<file path="config.mk">
export PLATFORM = sky130hd
export DESIGN_NAME = seq_gen_flat
export DESIGN_NICKNAME = d
export VERILOG_FILES = /design/src/rtl/seq_pkg.sv /design/src/rtl/seq_gen_if.sv /design/src/rtl/seq_gen_piso_shift.sv /design/src/rtl/seq_gen.sv /design/src/flat_wrapper.sv
export SDC_FILE = /design/constraint.sdc
export NUM_CORES = 1
export LEC_CHECK = 0
export ABC_AREA = 1
export CAP_MARGIN = 20
export CORE_MARGIN = 2
export CORE_UTILIZATION = 40
export DETAILED_ROUTE_END_ITERATION = 12
export GPL_TIMING_DRIVEN = 0
export PLACE_DENSITY_LB_ADDON = 0.1
export SLEW_MARGIN = 20
export SYNTH_ARGS = -nofsm -noshare
export SYNTH_HDL_FRONTEND = slang
export SYNTH_HIERARCHICAL = 1
export SYNTH_SLANG_ARGS = --single-unit
</file>
<file path="constraint.sdc">
create_clock -name clk -period 5 [get_ports clk]
set_clock_uncertainty 0.05 [all_clocks]
set_input_delay 1 -clock clk [delete_from_list [all_inputs] [get_ports clk]]
set_output_delay 1 -clock clk [all_outputs]
set_load 0.02 [all_outputs]
</file>
<file path="src/rtl/seq_pkg.sv">
// seq_pkg: shared types and constants for the serial pattern transmitter.
//   state_t   - FSM state encoding (IDLE/SHIFT/GAP/DONE)
//   DEF_PAT_4 - default 4-bit pattern (1010)
//   REPS_W    - width of the repetition count
//   GAP_W     - width of the inter-repetition gap count
package seq_pkg;

  typedef enum logic [1:0] {
    IDLE  = 2'd0,
    SHIFT = 2'd1,
    GAP   = 2'd2,
    DONE  = 2'd3
  } state_t;

  localparam logic [3:0] DEF_PAT_4 = 4'b1010;
  localparam int         REPS_W    = 8;
  localparam int         GAP_W     = 4;

endpackage

</file>
<file path="src/rtl/seq_gen_if.sv">
// seq_gen_if: control/data bundle of the serial pattern transmitter.
//   Requester side (master) drives: start, use_def, pattern, reps, gap, abort.
//   Transmitter side (slave) drives: x_out, valid, busy, done, dbg_state.
// Handshake: a burst request is a level on start that the transmitter samples
// only while idle; the data fields are captured on that same edge. valid marks
// every cycle in which x_out carries a pattern bit; there is no back-pressure.
// dbg_state mirrors the FSM state register for observation.
interface seq_gen_if #(
  parameter int PAT_W = 4
);
  import seq_pkg::*;

  logic              start;
  logic              use_def;
  logic [PAT_W-1:0]  pattern;
  logic [REPS_W-1:0] reps;
  logic [GAP_W-1:0]  gap;
  logic              abort;
  logic              x_out;
  logic              valid;
  logic              busy;
  logic              done;
  state_t            dbg_state;

  modport master (
    output start, use_def, pattern, reps, gap, abort,
    input  x_out, valid, busy, done, dbg_state
  );

  modport slave (
    input  start, use_def, pattern, reps, gap, abort,
    output x_out, valid, busy, done, dbg_state
  );

endinterface

</file>
<file path="src/rtl/seq_gen_piso_shift.sv">
// piso_shift: PAT_W-wide parallel-load, serial-out shift register, MSB first.
//   clk     - rising-edge clock
//   reset   - asynchronous active-low reset (clears the register)
//   i_load  - load i_data (has priority over i_shift)
//   i_shift - shift left by one, filling with 0
//   i_data  - parallel load value
//   o_msb   - current MSB
module piso_shift #(
  parameter int PAT_W = 4
) (
  input  logic             clk,
  input  logic             reset,
  input  logic             i_load,
  input  logic             i_shift,
  input  logic [PAT_W-1:0] i_data,
  output logic             o_msb
);

  logic [PAT_W-1:0] r_sreg;

  always_ff @(posedge clk or negedge reset) begin
    if (!reset) begin
      r_sreg <= '0;
    end else if (i_load) begin
      r_sreg <= i_data;
    end else if (i_shift) begin
      r_sreg <= {r_sreg[PAT_W-2:0], 1'b0};
    end
  end

  assign o_msb = r_sreg[PAT_W-1];

endmodule

</file>
<file path="src/rtl/seq_gen.sv">
// seq_gen: serial pattern transmitter. Sends a PAT_W-bit pattern MSB-first,
// repeated reps times with gap idle cycles between repetitions.
//   clk   - rising-edge clock
//   reset - asynchronous active-low reset
//   bus   - seq_gen_if.slave (start/use_def/pattern/reps/gap/abort in,
//           x_out/valid/busy/done/dbg_state out)
// All outputs are decoded from registered state and registered data only.
module seq_gen
  import seq_pkg::*;
#(
  parameter int               PAT_W   = 4,
  parameter logic [PAT_W-1:0] DEF_PAT = PAT_W'(DEF_PAT_4)
) (
  input  logic      clk,
  input  logic      reset,
  seq_gen_if.slave  bus
);

  localparam int               CNT_W    = $clog2(PAT_W);
  localparam logic [CNT_W-1:0] BIT_LAST = CNT_W'(PAT_W - 1);

  state_t            r_state,   w_state_nxt;
  logic [PAT_W-1:0]  r_pat,     w_pat_nxt;
  logic [CNT_W-1:0]  r_bit_cnt, w_bit_nxt;
  logic [REPS_W-1:0] r_rep_cnt, w_rep_nxt;
  logic [GAP_W-1:0]  r_gap_ld,  w_gap_ld_nxt;
  logic [GAP_W-1:0]  r_gap_cnt, w_gap_nxt;
  logic              w_load;
  logic              w_shift;
  logic [PAT_W-1:0]  w_load_val;
  logic [PAT_W-1:0]  w_sel_pat;
  logic              w_msb;

  assign w_sel_pat = bus.use_def ? DEF_PAT : bus.pattern;

  piso_shift #(.PAT_W(PAT_W)) u_shift (
    .clk     (clk),
    .reset   (reset),
    .i_load  (w_load),
    .i_shift (w_shift),
    .i_data  (w_load_val),
    .o_msb   (w_msb)
  );

  always_ff @(posedge clk or negedge reset) begin
    if (!reset) begin
      r_state   <= IDLE;
      r_pat     <= '0;
      r_bit_cnt <= '0;
      r_rep_cnt <= '0;
      r_gap_ld  <= '0;
      r_gap_cnt <= '0;
    end else begin
      r_state   <= w_state_nxt;
      r_pat     <= w_pat_nxt;
      r_bit_cnt <= w_bit_nxt;
      r_rep_cnt <= w_rep_nxt;
      r_gap_ld  <= w_gap_ld_nxt;
      r_gap_cnt <= w_gap_nxt;
    end
  end

  always_comb begin
    w_state_nxt  = r_state;
    w_pat_nxt    = r_pat;
    w_bit_nxt    = r_bit_cnt;
    w_rep_nxt    = r_rep_cnt;
    w_gap_ld_nxt = r_gap_ld;
    w_gap_nxt    = r_gap_cnt;
    w_load       = 1'b0;
    w_shift      = 1'b0;
    w_load_val   = r_pat;

    case (r_state)
      IDLE: begin
        // start beats abort here; abort has nothing to cancel in IDLE.
        if (bus.start) begin
          if (bus.reps != '0) begin
            w_pat_nxt    = w_sel_pat;
            w_load       = 1'b1;
            w_load_val   = w_sel_pat;
            w_rep_nxt    = bus.reps;
            w_gap_ld_nxt = bus.gap;
            w_bit_nxt    = BIT_LAST;
            w_state_nxt  = SHIFT;
          end else begin
            w_state_nxt = DONE;
          end
        end
      end

      SHIFT, GAP: begin
        if (bus.abort) begin
          // Abort drops everything back to the reset picture, no done pulse.
          w_state_nxt  = IDLE;
          w_pat_nxt    = '0;
          w_bit_nxt    = '0;
          w_rep_nxt    = '0;
          w_gap_ld_nxt = '0;
          w_gap_nxt    = '0;
          w_load       = 1'b1;
          w_load_val   = '0;
        end else if (r_state == SHIFT) begin
          w_shift = 1'b1;
          if (r_bit_cnt == '0) begin
            w_rep_nxt = r_rep_cnt - 1'b1;
            if (r_rep_cnt == REPS_W'(1)) begin
              w_state_nxt = DONE;
            end else if (r_gap_ld == '0) begin
              // Back-to-back repetition: reload overrides the shift.
              w_load    = 1'b1;
              w_bit_nxt = BIT_LAST;
            end else begin
              w_gap_nxt   = r_gap_ld;
              w_state_nxt = GAP;
            end
          end else begin
            w_bit_nxt = r_bit_cnt - 1'b1;
          end
        end else begin
          // GAP: leaves on the cycle where the count reaches 1, so the
          // line stays idle for exactly gap_ld cycles.
          if (r_gap_cnt == GAP_W'(1)) begin
            w_gap_nxt   = '0;
            w_load      = 1'b1;
            w_bit_nxt   = BIT_LAST;
            w_state_nxt = SHIFT;
          end else begin
            w_gap_nxt = r_gap_cnt - 1'b1;
          end
        end
      end

      DONE: begin
        w_state_nxt = IDLE;
      end

      default: begin
        w_state_nxt = IDLE;
      end
    endcase
  end

  assign bus.valid     = (r_state == SHIFT);
  assign bus.x_out     = (r_state == SHIFT) & w_msb;
  assign bus.busy      = (r_state == SHIFT) || (r_state == GAP);
  assign bus.done      = (r_state == DONE);
  assign bus.dbg_state = r_state;

endmodule

</file>
<file path="src/flat_wrapper.sv">
// flat-port wrapper written by rule: the top's interface ports become plain ports
module seq_gen_flat import seq_pkg::*;
#(
  parameter int               PAT_W   = 4,
  parameter logic [PAT_W-1:0] DEF_PAT = PAT_W'(DEF_PAT_4)
)
  (clk, reset, bus_start, bus_use_def, bus_pattern, bus_reps, bus_gap, bus_abort, bus_x_out, bus_valid, bus_busy, bus_done, bus_dbg_state);
  seq_gen_if #(.PAT_W(PAT_W)) bus_i ();
  input  logic clk;
  input  logic reset;
  input wire logic [$bits(bus_i.start)-1:0] bus_start;
  input wire logic [$bits(bus_i.use_def)-1:0] bus_use_def;
  input wire logic [$bits(bus_i.pattern)-1:0] bus_pattern;
  input wire logic [$bits(bus_i.reps)-1:0] bus_reps;
  input wire logic [$bits(bus_i.gap)-1:0] bus_gap;
  input wire logic [$bits(bus_i.abort)-1:0] bus_abort;
  output wire logic [$bits(bus_i.x_out)-1:0] bus_x_out;
  output wire logic [$bits(bus_i.valid)-1:0] bus_valid;
  output wire logic [$bits(bus_i.busy)-1:0] bus_busy;
  output wire logic [$bits(bus_i.done)-1:0] bus_done;
  output wire logic [$bits(bus_i.dbg_state)-1:0] bus_dbg_state;
  assign bus_i.start = bus_start;
  assign bus_i.use_def = bus_use_def;
  assign bus_i.pattern = bus_pattern;
  assign bus_i.reps = bus_reps;
  assign bus_i.gap = bus_gap;
  assign bus_i.abort = bus_abort;
  assign bus_x_out = bus_i.x_out;
  assign bus_valid = bus_i.valid;
  assign bus_busy = bus_i.busy;
  assign bus_done = bus_i.done;
  assign bus_dbg_state = bus_i.dbg_state;
  seq_gen #(.PAT_W(PAT_W), .DEF_PAT(DEF_PAT)) u_core (.clk(clk), .reset(reset), .bus(bus_i));
endmodule
</file>
==> metrics.md <==
| Metric | Value |
|---|---|
| Fillers | 456 |
| Post-Synth Simple-Gate Area | between 30% and 40% |
| Vias in the first global route | approximately 1600 |
| Flop-to-flop setup slack | between 2000 and 3000 ps |
| Period utilization | 57.8% |
| NumNets Final | roughly 330 |
| Clk buf depth | 2 |
| Post-synthesis sequential area ratio | between 30% and 40% |
| Min-delay worst type | reg -> reg |
| Multiplexer area fraction after synthesis | 0% |
| Max VDD drop | about 0.00022 V |
| Reg2reg start | u_core/bus.dbg_state[0] |
| Core Region | between 4000 and 5000 µm² |
| Clock latency on the worst-skew pair | 280 ps |
| Hold WS | between 400 and 500 ps |
| Global Route Usage Sum | roughly 18% |
| Hold endpoint | u_core/r_bit_cnt[1] |
| Initial antenna violation count | 0 |
| Syn Area/Cell | 6.87 µm² |
| Total global routing overflow | 0 |
| Final Max Slew Viols | 0 |
| Setup-failing EPs final | 0 |
| Total Neg Setup Slack | 0 ps |
| CP startpoint kind | register |
| CTS root buf | clkbuf_8 |
| WP data arrival | approximately 1800 ps |
| Placer congestion estimate | between 0.8 and 0.9 |
| Antenna cells | 0 |
| H-tree Lvls | 1 |
| LEAKAGE | 0.00114 µW |
| Initial DRC count | 97 |
| Chip Height | between 70 and 80 µm |
| Max_cap viols | 0 |
| Full die area | about 5200 µm² |
| Critical Path RT | around 4000 ps |
| WL per Instance | 11.8 µm |
| Reg2Reg Depth | 10 |
| Area leader, netlist | dfrtp_1 |
| RSZ-0062 raised after global routing | false |
| Outcome | completed |
| Detailed Route WL | approximately 4200 µm |
| First-pass GRT wire length | 7380 µm |
| Antenna Nets Post-Route | 0 |
| Synth Area in Compound Gates | a little under an eighth |
| Synth cell types | 24 |
| Max frequency | roughly 350 MHz |
| Layout area overhead | 20.1% |
| Post-DP HPWL | ~3200 µm |
| Num rows | 24 |
| Post-synth ARST share | between 90% and 100% |
| Post-Synth XOR/XNOR Area | less than 1% |
| Layout cells sized above 1 | a little under 10% |
| Post-route DRC | 0 |
| Total power | 1500 µW |
| Hold Crit Start | u_core/r_bit_cnt[1] |
| Vias per inst | between 4 and 5 |
| Post CTS Setup Buffer Count | 0 |
| Crit Path Category | reg -> out |
| DRT Pass-1 Iters | 4 |
| Slew headroom | about 56% |
| I/O Buffers | 26 |
| Combinational family with the most area after synthesis | simple AND/OR/NAND/NOR gates |
| TritonCTS Sinks | 28 |
| Initial core utilization | a little over two fifths |
| Power density over the cells | roughly 670 nW/µm² |
| Hold path depth | 2 |
| Cts hold-fix bufs | 0 |
| Crit. End Element | output port |
| Mapped cell area | 1860 µm² |
| Total CTS buffers | 3 |
| Post-Syn Nets | 300 |
| Cells after synthesis | approximately 270 |
| Vias | about 1700 |
| Flops & latches, synth | 28 |
| Post-Synth Adder-Cell Area | under 10% |
| Clock tree from TritonCTS | yes |
| Worst-path fanout max | 7 |
| I/O pin cnt | 27 |
| Ys flop type | dfrtp_1 |
| Final min period | approximately 2900 ps |
| Synth area leaders | dfrtp_1, nand2_1, nand3_1 |
| Synthesis Warnings | 6 |
| Slew @ Worst Pin | between 600 and 700 ps |
| Clock-pin slew on the worst setup and hold paths | about 90 ps |
| CTS resizes | 0 |
| Die Wd | 72.2 µm |
| Top cell type's share of synthesized area | 37.6% |
| Number of hold violations in the final report | 0 |
| Critical R2R Capture | u_core/u_shift/r_sreg[1] |
| Largest net degree at the start of global routing | 29 |
| Post-synth EDFFs | 0 |
metrics by stage:
| stage | instance area [µm²] | util (%) | instances | setup WS, ps |
|---|---|---|---|---|
| 3_5_place_dp | 2180 | 49.5 | 349 | 2240 |
| 4_1_cts | 2240 | 50.7 | 353 | 2070 |
| 2_1_floorplan | 1860 | - | 271 | 2770 |
| 6_report | 2240 | 50.7 | 353 | 2110 |
| 5_1_grt | 2240 | 50.7 | 353 | 1960 |
| 3_3_place_gp | 2190 | 49.6 | 349 | 2240 |
final cells by class:
cell class	instances	area, µm²	share of cell area, %
Inverter	38	145	6.48
Tap cell	52	65.1	2.91
Multi-Input combinational cell	203	1000	44.8
Timing Repair Buffer	26	255	11.4
Buffer	2	15.0	0.671
Clock buffer	4	55.1	2.46
Sequential cell	28	701	31.3
kinds of logic after synthesis:
logic type                 after synthesis
DFF                                     28
adders and majority gates                8
and+or+nand+nor                        158
buffers and inverters                   40
AOI/OAI and AO/OA                       36
xor gates and xnor gates                 1
power by group:
group	switching [µW]	total [µW]	internal, µW
Sequential	57.3	383	326
Clock	70.0	141	70.6
Combinational	626	976	350
Total	754	1500	746
critical path, cell delays in order, from the launching register on:
cell	delay, ps
dfrtp_1	410
inv_1	80
ha_1	330
nand2_1	80
inv_1	60
clkdlybuf4s50_1	590
synth_stat cells, drive strengths merged, types with 2 or more instances:
master	number
nor3	2
a21oi	5
nand3	25
nand2	96
nor2	33
o21ai	26
inv	38
dfrtp	28
ha	8
o21bai	2
o22ai	3
sequential cells by signal, indices dropped and copies added, names as in the netlist:
name / flops
u_core/r_gap_cnt: 4
u_core/r_gap_ld: 4
u_core/r_rep_cnt: 8
u_core/u_shift/r_sreg: 4
u_core/bus.dbg_state: 2
u_core/r_pat: 4
u_core/r_bit_cnt: 2
metal layers:
layer / track usage [%] / part of all wire [%] / vias up
li1: - / - / 914
met1: 24.4 / 48 / 781
met2: 29.8 / 47 / 30
met3: 3.33 / 4.4 / 4
met4: 4.61 / 0.96 / 0
met5: 0 / 0 / -
worst max path at each step:
stage                                        from                       end  cells after the start
final                     u_core/bus.dbg_state[1]                 bus_x_out                      5
after floorplan           u_core/bus.dbg_state[1]                 bus_x_out                      4
after detailed placement                bus_abort  u_core/u_shift/r_sreg[1]                      8
after CTS                 u_core/bus.dbg_state[1]                 bus_x_out                      5
after global placement                  bus_abort  u_core/u_shift/r_sreg[1]                      8
after global routing      u_core/bus.dbg_state[1]                 bus_x_out                      5
placed cells by master (no fill, tap or decap):
master and count:
inv_4 1, nor2_2 2, o22ai_1 3, clkbuf_8 4
nand2_1 94, nand4_1 1, o21ai_1 5, clkdlybuf4s50_1 25
o21ai_0 15, inv_2 7, inv_1 30, a21oi_2 1
ha_1 8, buf_2 1, nor2_1 28, dfrtp_1 28
nand2_2 2, o21ai_2 6, nand3_1 25, buf_6 1
nor2_4 3, nor3_1 2, clkbuf_1 1, xnor2_1 1
o21bai_1 2, a21oi_1 4, nand3b_4 1
Note: power is estimated with default switching activity, not from simulation.
